==> src/rtl/attribute_scanner_pkg.sv <==
// Shared widths, attribute ids, scanner states and character constants for the
// HTML start-tag attribute scanner.
package attribute_scanner_pkg;

    localparam int CHAR_BITES          = 8;
    localparam int ATTRIBUTE_VAL_BITES = 10;

    localparam logic [2:0] ATTR_NONE   = 3'd0;
    localparam logic [2:0] ATTR_WIDTH  = 3'd1;
    localparam logic [2:0] ATTR_HEIGHT = 3'd2;
    localparam logic [2:0] ATTR_X      = 3'd3;
    localparam logic [2:0] ATTR_Y      = 3'd4;
    localparam logic [2:0] ATTR_SIZE   = 3'd5;

    typedef enum logic [2:0] {
        ST_IDLE  = 3'd0,
        ST_NAME  = 3'd1,
        ST_EQ    = 3'd2,
        ST_VALUE = 3'd3,
        ST_SKIP  = 3'd4
    } scan_state_t;

    localparam logic [CHAR_BITES-1:0] CH_SPACE = 8'h20;
    localparam logic [CHAR_BITES-1:0] CH_EQ    = 8'h3D;
    localparam logic [CHAR_BITES-1:0] CH_QUOTE = 8'h22;
    localparam logic [CHAR_BITES-1:0] CH_GT    = 8'h3E;

    // ASCII decimal digit to its numeric value; only meaningful for '0'..'9'.
    function automatic logic [3:0] char_to_int(input logic [CHAR_BITES-1:0] ch);
        logic [CHAR_BITES-1:0] diff;
        diff = ch - 8'h30;
        return diff[3:0];
    endfunction

endpackage

==> src/rtl/attribute_scanner_if.sv <==
// Character stream from the tag tokenizer and the attribute result pulses.
interface attribute_scanner_if;
    import attribute_scanner_pkg::*;

    logic [CHAR_BITES-1:0]          char;
    logic                           char_valid;
    logic                           tag_active;
    logic [2:0]                     attr_id;
    logic [ATTRIBUTE_VAL_BITES-1:0] attr_value;
    logic                           attr_valid;
    logic                           attr_error;
    logic                           tag_done;

    modport master (
        output char, char_valid, tag_active,
        input  attr_id, attr_value, attr_valid, attr_error, tag_done
    );

    modport slave (
        input  char, char_valid, tag_active,
        output attr_id, attr_value, attr_valid, attr_error, tag_done
    );
endinterface

==> src/rtl/attribute_scanner_name_match.sv <==
// Classifies a right-aligned, zero-padded name buffer into an attribute id.
module attr_name_match
    import attribute_scanner_pkg::*;
#(
    parameter int NAME_MAX = 6,
    parameter int LEN_BITS = 3
) (
    input  logic [NAME_MAX*CHAR_BITES-1:0] name,
    input  logic [LEN_BITS-1:0]            len,
    output logic [2:0]                     id
);
    localparam int NB = NAME_MAX * CHAR_BITES;

    localparam logic [NB-1:0] NM_WIDTH  = NB'("width");
    localparam logic [NB-1:0] NM_HEIGHT = NB'("height");
    localparam logic [NB-1:0] NM_X      = NB'("x");
    localparam logic [NB-1:0] NM_Y      = NB'("y");
    localparam logic [NB-1:0] NM_SIZE   = NB'("size");

    // Exact lower-case match; an over-long name only keeps its tail, so the length gates it.
    always_comb begin
        id = ATTR_NONE;
        if (int'(len) <= NAME_MAX) begin
            case (name)
                NM_WIDTH:  id = ATTR_WIDTH;
                NM_HEIGHT: id = ATTR_HEIGHT;
                NM_X:      id = ATTR_X;
                NM_Y:      id = ATTR_Y;
                NM_SIZE:   id = ATTR_SIZE;
                default:   id = ATTR_NONE;
            endcase
        end else begin
            id = ATTR_NONE;
        end
    end
endmodule

==> src/rtl/attribute_scanner.sv <==
// Character-serial scanner for name=value attribute pairs inside an HTML start tag;
// emits saturated decimal values for the known numeric attributes.
module attribute_scanner
    import attribute_scanner_pkg::*;
#(
    parameter int NAME_MAX = 6,
    parameter int VAL_MAX  = 1023
) (
    input logic               clock,
    input logic               reset,
    attribute_scanner_if.slave bus
);
    localparam int NB       = NAME_MAX * CHAR_BITES;
    localparam int VB       = ATTRIBUTE_VAL_BITES;
    localparam int LEN_BITS = $clog2(NAME_MAX + 2);
    localparam logic [LEN_BITS-1:0] LEN_SAT   = LEN_BITS'(NAME_MAX + 1);
    localparam logic [13:0]         VAL_MAX_W = 14'(VAL_MAX);
    localparam logic [VB-1:0]       VAL_MAX_V = VB'(VAL_MAX);

    scan_state_t           state_r;
    logic [NB-1:0]         name_buf_r;
    logic [LEN_BITS-1:0]   name_len_r;
    logic [2:0]            id_r;
    logic [VB-1:0]         value_r;
    logic                  quoted_r;
    logic                  have_digit_r;
    logic                  skip_quote_r;
    logic [2:0]            attr_id_r;
    logic [VB-1:0]         attr_value_r;
    logic                  attr_valid_r;
    logic                  attr_error_r;
    logic                  tag_done_r;

    logic [CHAR_BITES-1:0] ch_s;
    logic                  is_digit_s;
    logic                  is_letter_s;
    logic                  is_quote_s;
    logic [3:0]            digit_s;
    logic [13:0]           value_ext_s;
    logic [VB-1:0]         value_sat_s;
    logic [2:0]            match_id_s;

    assign ch_s        = bus.char;
    assign is_digit_s  = (ch_s >= 8'h30) && (ch_s <= 8'h39);
    assign is_letter_s = ((ch_s >= 8'h61) && (ch_s <= 8'h7A)) ||
                         ((ch_s >= 8'h41) && (ch_s <= 8'h5A));
    assign is_quote_s  = (ch_s == CH_QUOTE);
    assign digit_s     = char_to_int(ch_s);
    assign value_ext_s = 14'(value_r) * 14'd10 + 14'(digit_s);
    assign value_sat_s = (value_ext_s > VAL_MAX_W) ? VAL_MAX_V : value_ext_s[VB-1:0];

    attr_name_match #(
        .NAME_MAX (NAME_MAX),
        .LEN_BITS (LEN_BITS)
    ) u_name_match (
        .name (name_buf_r),
        .len  (name_len_r),
        .id   (match_id_s)
    );

    // Scanner FSM with registered result pulses; pulses default low every cycle.
    always_ff @(posedge clock or posedge reset) begin
        if (reset) begin
            state_r      <= ST_IDLE;
            name_buf_r   <= '0;
            name_len_r   <= '0;
            id_r         <= ATTR_NONE;
            value_r      <= '0;
            quoted_r     <= 1'b0;
            have_digit_r <= 1'b0;
            skip_quote_r <= 1'b0;
            attr_id_r    <= ATTR_NONE;
            attr_value_r <= '0;
            attr_valid_r <= 1'b0;
            attr_error_r <= 1'b0;
            tag_done_r   <= 1'b0;
        end else begin
            attr_valid_r <= 1'b0;
            attr_error_r <= 1'b0;
            tag_done_r   <= 1'b0;
            if (!bus.tag_active) begin
                state_r      <= ST_IDLE;
                quoted_r     <= 1'b0;
                skip_quote_r <= 1'b0;
            end else if (bus.char_valid) begin
                case (state_r)
                    ST_IDLE: begin
                        if (is_letter_s) begin
                            name_buf_r <= NB'(ch_s);
                            name_len_r <= LEN_BITS'(1);
                            state_r    <= ST_NAME;
                        end else if (ch_s == CH_SPACE) begin
                            state_r <= ST_IDLE;
                        end else if (ch_s == CH_GT) begin
                            tag_done_r <= 1'b1;
                        end else begin
                            skip_quote_r <= is_quote_s;
                            state_r      <= ST_SKIP;
                        end
                    end
                    ST_NAME: begin
                        if (is_letter_s) begin
                            name_buf_r <= {name_buf_r[NB-CHAR_BITES-1:0], ch_s};
                            if (name_len_r != LEN_SAT) begin
                                name_len_r <= name_len_r + LEN_BITS'(1);
                            end
                        end else if (ch_s == CH_EQ) begin
                            id_r    <= match_id_s;
                            state_r <= ST_EQ;
                        end else if (ch_s == CH_SPACE) begin
                            id_r    <= ATTR_NONE;
                            state_r <= ST_IDLE;
                        end else if (ch_s == CH_GT) begin
                            tag_done_r <= 1'b1;
                            state_r    <= ST_IDLE;
                        end else begin
                            skip_quote_r <= is_quote_s;
                            state_r      <= ST_SKIP;
                        end
                    end
                    ST_EQ: begin
                        if (is_quote_s) begin
                            quoted_r     <= 1'b1;
                            value_r      <= '0;
                            have_digit_r <= 1'b0;
                            state_r      <= ST_VALUE;
                        end else if (is_digit_s) begin
                            quoted_r     <= 1'b0;
                            value_r      <= VB'(digit_s);
                            have_digit_r <= 1'b1;
                            state_r      <= ST_VALUE;
                        end else begin
                            attr_error_r <= (id_r != ATTR_NONE);
                            skip_quote_r <= 1'b0;
                            state_r      <= ST_SKIP;
                        end
                    end
                    ST_VALUE: begin
                        if (is_digit_s) begin
                            value_r      <= value_sat_s;
                            have_digit_r <= 1'b1;
                        end else if ((quoted_r && is_quote_s) ||
                                     (!quoted_r && ((ch_s == CH_SPACE) || (ch_s == CH_GT)))) begin
                            // An empty quoted value is the only terminator that reports an error.
                            if (id_r != ATTR_NONE) begin
                                if (have_digit_r) begin
                                    attr_valid_r <= 1'b1;
                                    attr_id_r    <= id_r;
                                    attr_value_r <= value_r;
                                end else begin
                                    attr_error_r <= 1'b1;
                                end
                            end
                            tag_done_r <= (ch_s == CH_GT);
                            quoted_r   <= 1'b0;
                            state_r    <= ST_IDLE;
                        end else begin
                            attr_error_r <= (id_r != ATTR_NONE);
                            skip_quote_r <= quoted_r ^ is_quote_s;
                            quoted_r     <= 1'b0;
                            state_r      <= ST_SKIP;
                        end
                    end
                    ST_SKIP: begin
                        if (ch_s == CH_GT) begin
                            tag_done_r   <= 1'b1;
                            skip_quote_r <= 1'b0;
                            state_r      <= ST_IDLE;
                        end else if (is_quote_s) begin
                            skip_quote_r <= ~skip_quote_r;
                        end else if ((ch_s == CH_SPACE) && !skip_quote_r) begin
                            state_r <= ST_IDLE;
                        end else begin
                            state_r <= ST_SKIP;
                        end
                    end
                    default: begin
                        state_r <= ST_IDLE;
                    end
                endcase
            end
        end
    end

    assign bus.attr_id    = attr_id_r;
    assign bus.attr_value = attr_value_r;
    assign bus.attr_valid = attr_valid_r;
    assign bus.attr_error = attr_error_r;
    assign bus.tag_done   = tag_done_r;

endmodule

==> src/flat_wrapper.sv <==
// flat-port wrapper written by rule: the top's interface ports become plain ports
module attribute_scanner_flat import attribute_scanner_pkg::*;
#(
    parameter int NAME_MAX = 6,
    parameter int VAL_MAX  = 1023
)
  (clock, reset, bus_char, bus_char_valid, bus_tag_active, bus_attr_id, bus_attr_value, bus_attr_valid, bus_attr_error, bus_tag_done);
  attribute_scanner_if bus_i ();
  input logic clock;
  input logic reset;
  input wire logic [$bits(bus_i.char)-1:0] bus_char;
  input wire logic [$bits(bus_i.char_valid)-1:0] bus_char_valid;
  input wire logic [$bits(bus_i.tag_active)-1:0] bus_tag_active;
  output wire logic [$bits(bus_i.attr_id)-1:0] bus_attr_id;
  output wire logic [$bits(bus_i.attr_value)-1:0] bus_attr_value;
  output wire logic [$bits(bus_i.attr_valid)-1:0] bus_attr_valid;
  output wire logic [$bits(bus_i.attr_error)-1:0] bus_attr_error;
  output wire logic [$bits(bus_i.tag_done)-1:0] bus_tag_done;
  assign bus_i.char = bus_char;
  assign bus_i.char_valid = bus_char_valid;
  assign bus_i.tag_active = bus_tag_active;
  assign bus_attr_id = bus_i.attr_id;
  assign bus_attr_value = bus_i.attr_value;
  assign bus_attr_valid = bus_i.attr_valid;
  assign bus_attr_error = bus_i.attr_error;
  assign bus_tag_done = bus_i.tag_done;
  attribute_scanner #(.NAME_MAX(NAME_MAX), .VAL_MAX(VAL_MAX)) u_core (.clock(clock), .reset(reset), .bus(bus_i));
endmodule
==> config.mk <==
export PLATFORM = sky130hd
export DESIGN_NAME = attribute_scanner_flat
export DESIGN_NICKNAME = d
export VERILOG_FILES = /design/src/rtl/attribute_scanner_pkg.sv /design/src/rtl/attribute_scanner_if.sv /design/src/rtl/attribute_scanner_name_match.sv /design/src/rtl/attribute_scanner.sv /design/src/flat_wrapper.sv
export SDC_FILE = /design/constraint.sdc
export NUM_CORES = 1
export LEC_CHECK = 0
export ABC_CLOCK_PERIOD_IN_PS = 3100
export CAP_MARGIN = 20
export CELL_PAD_IN_SITES_DETAIL_PLACEMENT = 0
export CELL_PAD_IN_SITES_GLOBAL_PLACEMENT = 1
export CORE_MARGIN = 1.5
export CORE_UTILIZATION = 45
export CTS_CLUSTER_DIAMETER = 60
export DETAILED_ROUTE_END_ITERATION = 10
export DONT_BUFFER_PORTS = 1
export GPL_TIMING_DRIVEN = 0
export PLACE_DENSITY = 0.87
export RECOVER_POWER = 25
export REMOVE_ABC_BUFFERS = 1
export SLEW_MARGIN = 20
export SYNTH_ARGS = -nofsm -noshare
export SYNTH_HDL_FRONTEND = slang
export SYNTH_SLANG_ARGS = --single-unit
==> constraint.sdc <==
create_clock -name clock -period 3.1 [get_ports clock]
set_clock_uncertainty 0.2 [all_clocks]
set_input_delay 0.155 -clock clock [delete_from_list [all_inputs] [get_ports clock]]
set_output_delay 0.155 -clock clock [all_outputs]
set_load 0.01 [all_outputs]
# Yosys cells after proc, flatten, opt, wreduce, memory -nomap -nowiden
# Index checks and enable logic that the tools add are counted.
# word_totals
register_bits	86
out_inout_bits	16
elab_cells	168
inputBits	12
# classes
n_lt_le_gt_ge	8
n_reduce_logical	25
add_sub_neg	3
mul	1
muxes	81
eq_ne	33
bitwise	4
# ops
op	count
$eq 48x7->1 const B	2
$mux 48	2
$pmux 48 s2	1
$mux 3	22
$eq 48x31->1 const B	1
$eq 48x39->1 const B	1
$eq 48x47->1 const B	1
$mux 1	43
$mux 10	4
$eq 8x6->1 const B	4
$pmux 3 s5	2
$ne 3x3->1 const B	8
$pmux 10 s2	1
$reduce_and 5->1	4
$ge 8x7->1 const B	2
$le 8x7->1 const B	2
$add 14x4->14	1
$gt 14x10->1 const B	1
$mul 10x3->13 const B	1
$reduce_and 10->1	1
$ge 8x6->1 const B	1
$le 8x6->1 const B	1
$ne 2x1->1 const B	4
$ne 4x2->1 const B	2
27 further kinds	43

# Depth between registers and ports, before layout
# Gate-level depths: netlist (run 1).
# depth
ltp_word	9
ltp_mapped	11
depth_no_buf	11

# By module
# A second synthesis (run 1) with hierarchy kept.
# unflattened
hier_cells	554
hier_area_um2	4989.8
# modules_own_cells
module	cells_each	instances	area_per_inst_um2	seq_area_each_um2
attribute_scanner	504	1	4664.5	2152.1
attr_name_match	50	1	325.3	0.0

# Least setup slack after synthesis (run 1)
# Ideal clock, no wire load.
# synth_path
path_kind	reg-to-reg
start	reg u_core.value_r[1]
end	reg u_core.value_r[4]
n_path_buf	0
setup_ps	136
path_slack_ps	-1
stages_incl_launch_ff	12
arrival_ps	2765
synth_period_minus_slack_ps	3101
required_time_ps	2764
cell_sequence	dfrtp_1 -> ha_1 -> ha_1 -> inv_1 -> fa_1 -> nand2b_1 -> a21oi_1 -> nand2_1 -> nor4_1 -> mux2i_1 -> nor3_4 -> o21ai_0
# synth_via
elab_chain_len	6
# synth_lines
item	line_no	source
from (decl)	attribute_scanner.sv:24	logic [VB-1:0] value_r;
from (signal assigned)	attribute_scanner.sv:129	value_r <= VB'(digit_s);
from (signal assigned)	attribute_scanner.sv:140	value_r <= value_sat_s;
$mul 10x3->13 *	attribute_scanner.sv:49	assign value_ext_s = 14'(value_r) * 14'd10 + 14'(digit_s);
$add 14x4->14 *	attribute_scanner.sv:49	
$gt 14x10->1	attribute_scanner.sv:50	assign value_sat_s = (value_ext_s > VAL_MAX_W) ? VAL_MAX_V : value_ext_s[VB-1:0];
$mux 10 *	attribute_scanner.sv:50	
$mux 10 *	attribute_scanner.sv:139	if (is_digit_s) begin
$pmux 10 s2 *	attribute_scanner.sv:86	case (state_r)
# Every way passes the cells marked *; elsewhere a longest branch is shown, timed or not. The select of a mux whose other input is x is not followed.
# A chain may end at the register's enable or synchronous reset.

# Worst setup path in the final report (run 1)
# layout_path
start	reg u_core.value_r[2]
end	reg u_core.value_r[3]
# The elaborated chain is that of the path after synthesis.

==> reports/qor.txt, run 1 <==
Status: complete, no violations
NetSw: 647 uW
Slew @ Worst Pin: 1.34 ns
CTS Sinks: 86
RSZ-0062 raised after global routing: yes
FF+latch count, synth: 86
Crit path arrival time: 3.10 ns
FILL cells: 975
Post-Synth Adder-Cell Area: 0.0630
Port Buffer Count: 0
Root buf cell: clkbuf_8
Xor and xnor area share after synthesis: 0.0210
Clock buffer depth: 2
Dpl cells: 672
Die Wd: 108 um
Syn_area_per_cell: 9.00 um^2
Leak: 0.00237 uW
Final antenna-violating net count: 0
Async SR Flop Fraction: 1.00
Synthesis-to-layout area growth: 14.7%
GR peak layer: met2
Sw Share: 0.269
Fin crit period: 3.06 ns
Worst VDD drop: 0.000323 V
Total core area: 0.0108 mm^2
CP Class: flop to flop
Share of cells above drive strength 1: 0.163
Via Count: 4102
Netlist cell types: 70
DRC Markers: 0
Simple-Gate Fraction of Synth Area: 0.244
Clock-pin slew on the worst setup and hold paths: 0.08 ns
Clock latency on the worst-skew pair: 0.36 ns
# nets final: 604
Critical Path Fanout Max: 4
Design area: 0.00574 mm^2
Overall routed net length: 11.5 mm
Post-place instance area: 0.00512 mm^2
Met2 usage: 0.313
Post-synthesis sequential area ratio: 0.430
Max-cap violation count: 0
Sum Neg Setup Slack: 0 ns
Fin crit share: 0.988
Vias per cell: 5.77
Pwr Density: 419 mW/mm^2
Met1 GRT Util: 0.285
Yosys warns: 0
Required @ worst endpoint: 3.13 ns
Mux share of post-synthesis cell area: 0.0538
Non-Filler Instances: 711
Crit end category: flop
Clock group share of total power: 0.329
Total Routing Usage GR: 0.205
Complex-gate fraction of the synthesized area: 0.154
Initial DRC Count: 262
Startpoint Class: flop
Initial antenna violation count: 0
Initial core utilization: 0.461
Final Hold Vio Count: 0
DP Wirelength: 7.71 mm
Antenna cells: 0
Worst rel slew slack: 0.100
Drt wl/cell: 16.2 um
Hold crit path type: primary input to flop
H-tree levels: 3
TritonCTS Buffers: 9
Final Util: 0.529
Cell Rows: 38
Vias in the first global route: 3812
Drt pass-1 iters: 5
Internal: 1750 uW
Mapped Cells: 556
Final setup viols: 0
First-pass GRT wire length: 18.8 mm
Main flop type after synthesis: dfrtp_1
Die Ht: 108 um
CTS tree: done
Reg power frac: 0.513
Met3 Use GR: 0.0494
Fmax: 327 MHz
Gr ovfl total: 0
Die outline area: 0.0118 mm^2
Number of enable flip-flop cells after synthesis: 0
Post-synthesis cell area: 0.00500 mm^2
Top Ports: 28
Hold_ws: 0.0221 ns
Fin. max-slew vios: 0
Largest net degree at the start of global routing: 60
Comb power frac: 0.158
Largest family of logic cells by synthesized area: simple AND/OR/NAND/NOR gates
Final RePlAce weighted congestion: 0.917
[synth_stat cells (all sizes together) (9+ instances only)]
cell type / count / share of area
mux2: 20 / 0.052
nor2: 33 / 0.025
inv: 9 / 0.0068
nand3: 13 / 0.013
nor3: 13 / 0.018
a21oi: 26 / 0.028
nand2: 116 / 0.088
o21ai: 71 / 0.073
nor4: 13 / 0.016
dfrtp: 86 / 0.43
ha: 22 / 0.055
clkbuf: 19 / 0.015
[power groups by stage]
stage / Clock, uW / Combinational [uW] / Sequential [uW]
after floorplan: 0 / 233 / 1240
after global placement: 0 / 275 / 1260
after detailed placement: 0 / 302 / 1250
after CTS: 819 / 350 / 1230
after global routing: 852 / 422 / 1240
final: 789 / 379 / 1230
[cell usage in the layout (no fill, tap or decap), types with 3 or more instances in the layout]
| master | synthesis | routed |
|---|---|---|
| nand2_1 | 115 | 114 |
| nor4_1 | 13 | 11 |
| buf_12 | 1 | 3 |
| nand2b_1 | 5 | 3 |
| nand3_1 | 13 | 13 |
| dfrtp_2 | 0 | 4 |
| dlygate4sd3_1 | 0 | 13 |
| nand4_1 | 6 | 6 |
| a21oi_2 | 2 | 3 |
| xor2_1 | 5 | 5 |
| ha_4 | 0 | 4 |
| buf_4 | 0 | 8 |
| and2_1 | 5 | 5 |
| ha_1 | 22 | 16 |
| mux2_4 | 9 | 10 |
| nor2b_1 | 7 | 7 |
| o21ai_1 | 0 | 6 |
| inv_1 | 9 | 6 |
| a31oi_1 | 6 | 5 |
| a21oi_1 | 24 | 21 |
| dfrtp_1 | 86 | 82 |
| mux2_2 | 11 | 10 |
| and3_1 | 4 | 4 |
| buf_6 | 1 | 3 |
| nor3b_1 | 5 | 5 |
| clkbuf_8 | 0 | 11 |
| o21ai_0 | 69 | 63 |
| or3_1 | 3 | 3 |
| o22ai_1 | 4 | 3 |
| nor3_1 | 11 | 11 |
| nor2_1 | 33 | 32 |
| and4b_1 | 3 | 3 |
| xnor2_1 | 7 | 5 |
[cell families (layout without fill, tap and decap cells)]
kind of cell    count (synthesis)  count (layout)
mux                            21              21
compound gates                132             132
fa+ha+maj                      24              24
flops                          86              86
simple gates                  245             245
xor+xnor                       12              12
buf+inv                        36              51
[worst max-delay path, stage by stage, from the launching register on]
cell and delay, ns:
dfrtp_1 0.42, buf_6 0.14, ha_4 0.15, ha_4 0.16
inv_2 0.05, fa_2 0.45, nand2b_4 0.17, a21oi_4 0.14
nand2_2 0.09, nor4_4 0.31, mux2i_2 0.13, nor3_4 0.29
buf_6 0.16, a31oi_2 0.07
[worst paths after layout]
| kind | startpoint | endpoint | slack (ns) | depth (start not counted) |
|---|---|---|---|---|
| setup / recovery | u_core.value_r[2]$_DFFE_PP0P_ | u_core.value_r[3]$_DFFE_PP0P_ | 0.04 | 13 |
| hold / removal | bus_tag_active | u_core.name_buf_r[6]$_DFFE_PP0P_ | 0.02 | 2 |
| setup reg to reg | u_core.value_r[2]$_DFFE_PP0P_ | u_core.value_r[3]$_DFFE_PP0P_ | 0.04 | 13 |
| hold reg to reg | u_core.name_buf_r[44]$_DFFE_PP0P_ | u_core.name_buf_r[44]$_DFFE_PP0P_ | 0.28 | 2 |
| max in group asynchronous | reset | u_core.state_r[0]$_DFFE_PP0P_ | 1.53 | 3 |
| min in group asynchronous | reset | u_core.name_buf_r[41]$_DFFE_PP0P_ | 0.34 | 2 |
[layout make-up]
cell class                      count  area (um^2)  area share
Sequential cell                    86         2160       0.376
Timing Repair Buffer               28          312      0.0543
Inverter                            9         35.0     0.00611
Clock inverter                      1         30.0     0.00524
Multi-Input combinational cell    434         2870       0.500
Clock buffer                       13          159      0.0277
Tap cell                          140          175      0.0305
[flip-flops by register name, indices dropped and copies added (netlist names)]
signal / count
u_core.name_buf_r: 48
u_core.bus.attr_id: 3
u_core.name_len_r: 3
u_core.skip_quote_r: 1
u_core.bus.attr_error: 1
u_core.id_r: 3
u_core.state_r: 3
u_core.value_r: 10
u_core.bus.attr_value: 10
u_core.quoted_r: 1
u_core.have_digit_r: 1
u_core.bus.tag_done: 1
u_core.bus.attr_valid: 1
[metal layers]
metal	routed length (um)	vias up
met3	667	20
met5	0	-
met2	5310	128
li1	-	2011
met4	200	0
met1	5360	1943
[stage by stage]
| stage | total power, uW | setup WS (ns) |
|---|---|---|
| 3_5_place_dp | 1560 | -0.332 |
| 3_3_place_gp | 1540 | -0.820 |
| 2_1_floorplan | 1470 | -0.000952 |
| 6_report | 2400 | 0.0386 |
| 4_1_cts | 2400 | 0.00693 |
| 5_1_grt | 2520 | -0.108 |
[timing repair]
action | in CTS | in global routing
hold buffers | 13 | 0
setup buffers | 4 | 9
pin swaps | 2 | 8
setup endpoints to repair | 10 | 23
gates resized for setup | 19 | 26
endpoints found under the hold margin | 105 | 0
No activity file was read; power rests on OpenSTA's default activity.
==> run 2, diff against run 1 <==
REMOVE_ABC_BUFFERS = default   (was 1)
SYNTH_HIERARCHICAL = 1   (was default)
==> run 2 against run 1 <==
Effect of this change: the run now ends with capacitance limit, slew limit, setup timing left; global-route usage is 3.0 points higher; clock power is 2% higher; cell area is 1.0% lower; non-clock buffer count is 21 higher; sequential cell count stayed put; synthesized cell count is 0.36% lower; via count is 6.1% higher; area after synthesis is 0.25% lower; setup slack worse by 0.21 ns; critical endpoint is now u_core/value_r[0]$_DFFE_PP0P_; largest power group unchanged.
==> reports/qor.txt, run 2 <==
CP Class: flop to flop
Mapped Cells: 554 (-0.36%)
Hold_ws: 0.0321 ns (+0.00994 ns)
Setup WS post-layout: -0.173 ns (-0.212 ns)
Pwr Total: 2190 uW (-8.6%)
FF+latch count, synth: 86 (unchanged)
Post-synthesis sequential area ratio: 0.431 (+0.00108)
Largest stage delay, worst path: 0.59 ns (+0.14 ns)
Drt wl/cell: 17.6 um (+8.3%)
FF/Latch Area: 0.00215 mm^2 (-0.12%)
Most frequent cell after synthesis: nand2_1
Main flop type after synthesis: dfrtp_1
Required @ worst endpoint: 3.13 ns (about the same)
Port Buffer Count: 0 (unchanged)
Max reg flops: 48 (unchanged)
Dpl cells: 695 (+3.4%)
Crit path arrival time: 3.31 ns (+0.21 ns)
Final setup viols: 10 (+10)
Critical Path Fanout Max: 5 (+1)
Leak: 0.00240 uW (+1.1%)
Clock latency on the worst-skew pair: 0.38 ns (+0.02 ns)
Fin crit share: 1.06 (+0.0684)
Internal: 1600 uW (-8.8%)
Initial antenna violation count: 0 (unchanged)
NetSw: 594 uW (-8.2%)
Initial core utilization: 0.460 (-0.00115)
Antenna cells: 0 (unchanged)
RSZ-0062 raised after global routing: yes
Drt pass-1 iters: 5 (unchanged)
Sw Share: 0.271 (+0.00117)
Vias per cell: 5.95 (+3.2%)
Pwr Density: 387 mW/mm^2 (-7.7%)
Most frequent cells in the layout: nand2_1, dfrtp_1, o21ai_0
First-pass GRT wire length: 21.4 mm (+14%)
Die outline area: 0.0117 mm^2 (-0.25%)
Final Hold Vio Count: 0 (unchanged)
# nets final: 621 (+2.8%)
Number of enable flip-flop cells after synthesis: 0 (unchanged)
Commonest non-fill, non-tap cell in the layout: nand2_1
Clock buffer depth: 2 (unchanged)
Hold crit path type: primary input to flop
Synth area leaders: dfrtp_1, nand2_1, o21ai_0
Cell Rows: 38 (unchanged)
Total core area: 0.0108 mm^2 (unchanged)
Max-cap violation count: 1 (+1)
Cells along the critical path: ha_4 > inv_1 > fa_2 > buf_6 > nor2b_4 > o311ai_4 > a221o_1 > or4_4 > a21oi_4 > o221ai_2
Fin crit period: 3.27 ns (+0.212 ns)
Root buf cell: clkbuf_8
Netlist cell types: 73 (+4.3%)
R2r worst-path depth: 10 (-3)
Violated checks: capacitance limit, slew limit, setup timing
Overall routed net length: 12.8 mm (+11%)
Top post-synthesis cells by count: nand2_1, dfrtp_1, o21ai_0, nor2_1
CTS Sinks: 86 (unchanged)
Die Wd: 108 um (-0.12%)
Worst VDD drop: 0.000220 V (-32%)
Die Ht: 108 um (-0.12%)
Synthesis-to-layout area growth: 13.8%
Fin. max-slew vios: 38 (+38)
Syn_area_per_cell: 9.01 um^2 (+0.11%)
Final antenna-violating net count: 0 (unchanged)
TritonCTS Buffers: 9 (unchanged)
Worst slack, placed: -0.294 ns (+0.0379 ns)
Worst rel slew slack: -0.173 (-0.274)
Async SR Flop Fraction: 1.00 (unchanged)
Comb power frac: 0.094 (-0.064)
Final RePlAce weighted congestion: 0.893 (-2.6%)
FILL cells: 1017 (+4.3%)
Top Ports: 28 (unchanged)
Synth top area share: 0.431 (+0.00108)
Gr ovfl total: 0 (unchanged)
Fmax: 305 MHz (-6.5%)
Largest net degree at the start of global routing: 50 (-17%)
Non-Filler Instances: 731 (+2.8%)
Via Count: 4352 (+6.1%)
Hold path cells: 3 (+1)
DRC Markers: 0 (unchanged)
Register with the most flip-flops: u_core/name_buf_r
Area leader, netlist: dfrtp_1
Multi-input combinational cell area: 0.00278 mm^2 (-3.0%)
Clock group share of total power: 0.365 (+0.036)
Synth Net Count: 589
Reg power frac: 0.541 (+0.028)
Yosys warns: 6 (+6)
Slew @ Worst Pin: 1.75 ns (+0.409 ns)
Status: complete, but fails checks
Vias in the first global route: 4311 (+13%)
CTS tree: done
Total Routing Usage GR: 0.235 (+0.0298)
Share of cells above drive strength 1: 0.130 (-0.0326)
DP Wirelength: 8.95 mm (+16%)
H-tree levels: 3 (unchanged)
Critical-path top delay cell: or4_4
Clock-pin slew on the worst setup and hold paths: 0.10 ns (+0.02 ns)
Post-synthesis cell area: 0.00499 mm^2 (-0.25%)
Crit end category: flop
Startpoint Class: flop
Initial DRC Count: 218 (-17%)
-- run 2: cell types whose count changed in the layout (fill, tap and decap cells not counted), sizes merged, moves of 4 or more --
cell | before | now
a21oi | 26 | 18
a22oi | 1 | 6
o21ai | 71 | 62
mux2 | 20 | 13
clkbuf | 13 | 31
a32o | 2 | 6
nor3 | 13 | 20
nor2 | 33 | 24
clkinvlp | 1 | 5
nand4 | 7 | 11
nand2 | 116 | 124
nand3b | 1 | 7
or4 | 2 | 7
nand2b | 5 | 1
-- run 2: repair_timing --
item,4_1_cts,5_1_grt
gates resized for setup,12,6
hold buffers,11,0
gates cloned,1,0
hold endpoints to repair,99,0
endpoints found under the setup margin,10,10
setup buffers,6,2
pin swaps,9,8
-- run 2: worst paths after layout --
path                                                    end                             start  slack, ns
min in group asynchronous  u_core/name_len_r[0]$_DFFE_PP0P_                             reset       0.46
setup reg to reg              u_core/value_r[0]$_DFFE_PP0P_     u_core/value_r[4]$_DFFE_PP0P_      -0.17
setup / recovery              u_core/value_r[0]$_DFFE_PP0P_     u_core/value_r[4]$_DFFE_PP0P_      -0.17
hold reg to reg            u_core/name_buf_r[6]$_DFFE_PP0P_  u_core/name_buf_r[6]$_DFFE_PP0P_       0.29
hold / removal                u_core/bus.tag_done$_DFF_PP0_                       bus_char[4]       0.03
max in group asynchronous     u_core/value_r[1]$_DFFE_PP0P_                             reset       1.33
-- run 2: power groups by stage --
| stage | clock network (uW) | registers [uW] | logic, uW |
|---|---|---|---|
| CTS | 823 | 1190 | 204 |
| finish | 802 | 1190 | 205 |
| detailed placement | 0 | 1210 | 192 |
| floorplan | 0 | 1200 | 147 |
| global route | 867 | 1190 | 232 |
| global placement | 0 | 1210 | 182 |
-- run 2: kinds of logic after synthesis --
logic type	Yosys count	synth area share
AND/OR/NAND/NOR	248	0.245
AO/OA/AOI/OAI	132	0.178
flip-flops	86	0.431
buffers and inverters	39	0.0331
adder cells (fa/ha/maj)	23	0.0607
multiplexers	14	0.0313
XOR/XNOR	12	0.0211
-- run 2: critical path: cells and delay by family (launching register included) --
family / cells / cell delay [ns]
flip-flops: 1 / 0.48
AO/OA/AOI/OAI: 4 / 0.81
adder cells (fa/ha/maj): 2 / 0.73
buffers and inverters: 2 / 0.19
AND/OR/NAND/NOR: 2 / 0.72
-- run 2: metal layers --
| metal | GRT usage | part of all wire | vias to the layer above |
|---|---|---|---|
| li1 | - | - | 2065 |
| met1 | 0.308 | 0.44 | 2133 |
| met2 | 0.393 | 0.50 | 130 |
| met3 | 0.0350 | 0.048 | 24 |
| met4 | 0.0874 | 0.019 | 0 |
| met5 | 0 | 0 | - |
-- run 2: through the flow --
stage	util	area [um^2]	TNS, ns
after global placement	0.478	5180	-28.36
after detailed placement	0.481	5210	-2.73
after floorplan	-	5010	-0.0362
final	0.524	5680	-1.51
after CTS	0.519	5630	-0.999
after global routing	0.524	5680	-2.41
-- run 2: layout make-up --
type,count,share of cell area
buffer,29,0.0225
clock buffer,9,0.0218
clock inverter,7,0.0130
inverter,10,0.00683
multi-input combinational,430,0.490
sequential,86,0.379
tap,140,0.0309
timing repair buffer,20,0.0355
==> run 3, diff against run 2 <==
CORE_UTILIZATION = 40   (was 45)
PLACE_DENSITY = 0.79   (was 0.87)
RECOVER_POWER = 100   (was 25)
==> run 3 against run 2 <==
Effect of this change: the run still ends with capacitance limit, slew limit, setup timing left; critical path depth rose by 1; clock power is 40% higher; sequential share of layout area fell by 1.1 points; wire length increased by 2.8%; die area up 12%.
==> reports/qor.txt, run 3 (synthesis results as in run 2) <==
Status: complete, but fails checks
Violated checks: capacitance limit, slew limit, setup timing
Fin crit period: 3.22 ns (-0.0494 ns)
CTS tree: done
DRC Markers: 0 (unchanged)
Sum Neg Setup Slack: -0.948 ns (+0.565 ns)
RSZ-0062 raised after global routing: yes
Pwr Density: 428 mW/mm^2 (+11%)
Required @ worst endpoint: 3.11 ns (-0.02 ns)
Internal: 1870 uW (+17%)
Dpl cells: 723 (+4.0%)
Critical path origin: u_core/value_r[1]$_DFFE_PP0P_
H-tree levels: 3 (unchanged)
Crit path arrival time: 3.24 ns (-0.07 ns)
# nets final: 626 (+0.81%)
Crit end category: flop
Fmax: 310 MHz (+1.5%)
Largest net degree at the start of global routing: 47 (-6.0%)
Most frequent cells in the layout: nand2_1, dfrtp_1, o21ai_0
Clock buffer depth: 2 (unchanged)
Commonest non-fill, non-tap cell in the layout: nand2_1
CTS Sinks: 86 (unchanged)
Comb power frac: 0.079 (-0.015)
Die Ht: 115 um (+5.9%)
Reg power frac: 0.475 (-0.066)
Final antenna-violating net count: 0 (unchanged)
NetSw: 633 uW (+6.7%)
Fin. max-slew vios: 42 (+11%)
Critical Path Fanout Max: 5 (unchanged)
Clock group share of total power: 0.446 (+0.081)
Cells along the critical path: ha_4 > ha_4 > inv_2 > fa_2 > buf_6 > nor2b_4 > o311ai_4 > a221o_1 > or4_4 > a21oi_4 > o221ai_2
Drt wl/cell: 17.3 um (-1.7%)
Reg2reg start: u_core/value_r[1]$_DFFE_PP0P_
Antenna cells: 0 (unchanged)
Worst rel slew slack: -0.195 (-0.0218)
Sw Share: 0.253 (-0.0180)
Initial DRC Count: 259 (+19%)
CP Class: flop to flop
Vias in the first global route: 4364 (+1.2%)
Hold crit path type: primary input to flop
First-pass GRT wire length: 22.2 mm (+3.5%)
Buf+Inv Stages, Crit Path: 2 (unchanged)
Die outline area: 0.0132 mm^2 (+12%)
Final RePlAce weighted congestion: 0.890 (-0.28%)
Share of cells above drive strength 1: 0.144 (+0.0140)
Cell Rows: 40 (+5.3%)
Via Count: 4341 (-0.25%)
Slew @ Worst Pin: 1.78 ns (+0.0326 ns)
Non-Filler Instances: 764 (+4.5%)
Worst VDD drop: 0.000247 V (+13%)
Register with the most flip-flops: u_core/name_buf_r
Setup WS post-layout: -0.124 ns (+0.0494 ns)
Synthesis-to-layout area growth: 17.4%
Overall routed net length: 13.2 mm (+2.8%)
Hold Startpoint: bus_char[4]
Crit path max-delay family: compound AO/OA/AOI/OAI gates
Final Util: 0.483 (-0.0403)
Total Routing Usage GR: 0.216 (-0.0189)
Fin crit share: 1.04 (-0.0159)
Clock latency on the worst-skew pair: 0.35 ns (-0.03 ns)
Drt pass-1 iters: 4 (-1)
Initial antenna violation count: 0 (unchanged)
Cell mode on critical path: ha_4
Port Buffer Count: 0 (unchanged)
Top Ports: 28 (unchanged)
Final setup viols: 10 (unchanged)
Max reg flops: 48 (unchanged)
Die Wd: 115 um (+5.9%)
Largest stage delay, worst path: 0.59 ns (about the same)
Clock-pin slew on the worst setup and hold paths: 0.06 ns (-0.04 ns)
Leak: 0.00246 uW (+2.8%)
Final Hold Vio Count: 0 (unchanged)
Critical-path top delay cell: or4_4
TritonCTS Buffers: 9 (unchanged)
Initial core utilization: 0.412 (-0.0483)
DP Wirelength: 9.21 mm (+3.0%)
Vias per cell: 5.68 (-4.6%)
Max-cap violation count: 1 (unchanged)
Startpoint Class: flop
Root buf cell: clkbuf_16
Gr ovfl total: 0 (unchanged)
Total core area: 0.0121 mm^2 (+12%)
-- run 3: cell types whose count changed in the layout (fill, tap and decap cells not counted), moves of 3 or more --
cell	previous run	this run
buf_4	8	14
clkbuf_16	0	9
clkbuf_8	9	1
clkinvlp_4	4	1
o21ai_0	57	54
-- run 3: worst register-to-register path: cells and delay by family, from the launching register on --
kind | cells | cell delay [ns]
AOI/OAI and AO/OA | 4 | 0.78
adders and majority gates | 3 | 0.77
buffers and inverters | 2 | 0.17
DFF | 1 | 0.44
and+or+nand+nor | 2 | 0.73
-- run 3: layout make-up --
| cell class | instances | area [um^2] |
|---|---|---|
| flip-flops and latches | 86 | 2160 |
| multi-input cells | 430 | 2810 |
| clock inverters | 6 | 68.8 |
| plain buffers | 29 | 123 |
| repair buffers | 25 | 211 |
| clock buffers | 10 | 239 |
| fillers | 1174 | 6260 |
| inverters | 10 | 38.8 |
| well taps | 168 | 210 |
-- run 3: path summary, 6_finish.rpt --
path                                                           to  slack, ns  cells past startpoint
worst min register to register  u_core/name_buf_r[40]$_DFFE_PP0P_       0.30                      2
max in group asynchronous           u_core/value_r[2]$_DFFE_PP0P_       0.43                      3
worst min-delay path                u_core/bus.tag_done$_DFF_PP0_       0.07                      3
min in group asynchronous        u_core/name_buf_r[5]$_DFFE_PP0P_       0.51                      2
worst max register to register      u_core/value_r[0]$_DFFE_PP0P_      -0.12                     11
worst max-delay path                u_core/value_r[0]$_DFFE_PP0P_      -0.12                     11
-- run 3: stage by stage --
step | hold slack, ns | power (uW) | setup slack, ns | instance area [um^2]
after detailed placement | -0.0796 | 1400 | -0.333 | 5250
after floorplan | 0.0604 | 1340 | -0.0232 | 5010
after global placement | 0.0701 | 1390 | -0.391 | 5220
after global routing | 0.105 | 2620 | -0.265 | 5860
after CTS | 0.0527 | 2540 | -0.136 | 5820
final | 0.0653 | 2510 | -0.124 | 5860
-- run 3: timing repair --
| action | 4_1_cts | 5_1_grt |
|---|---|---|
| resized for setup | 15 | 10 |
| setup buffers | 13 | 3 |
| pin swaps | 13 | 7 |
| hold endpoints to repair | 98 | 0 |
| gates cloned | 1 | 0 |
| setup endpoints to repair | 10 | 11 |
| hold buffers | 9 | 0 |
-- run 3: power groups by stage --
stage	combinational, uW	sequential, uW	clock, uW
2_1_floorplan	147	1200	0
3_3_place_gp	185	1210	0
3_5_place_dp	192	1210	0
4_1_cts	202	1190	1150
5_1_grt	229	1200	1190
6_report	199	1190	1120
-- run 3: routing by layer --
layer,GRT usage,part of all wire,vias to the layer above
met5,0,0,-
met4,0.0922,0.025,0
met3,0.0318,0.055,22
met2,0.348,0.47,128
met1,0.290,0.45,2116
li1,-,-,2075
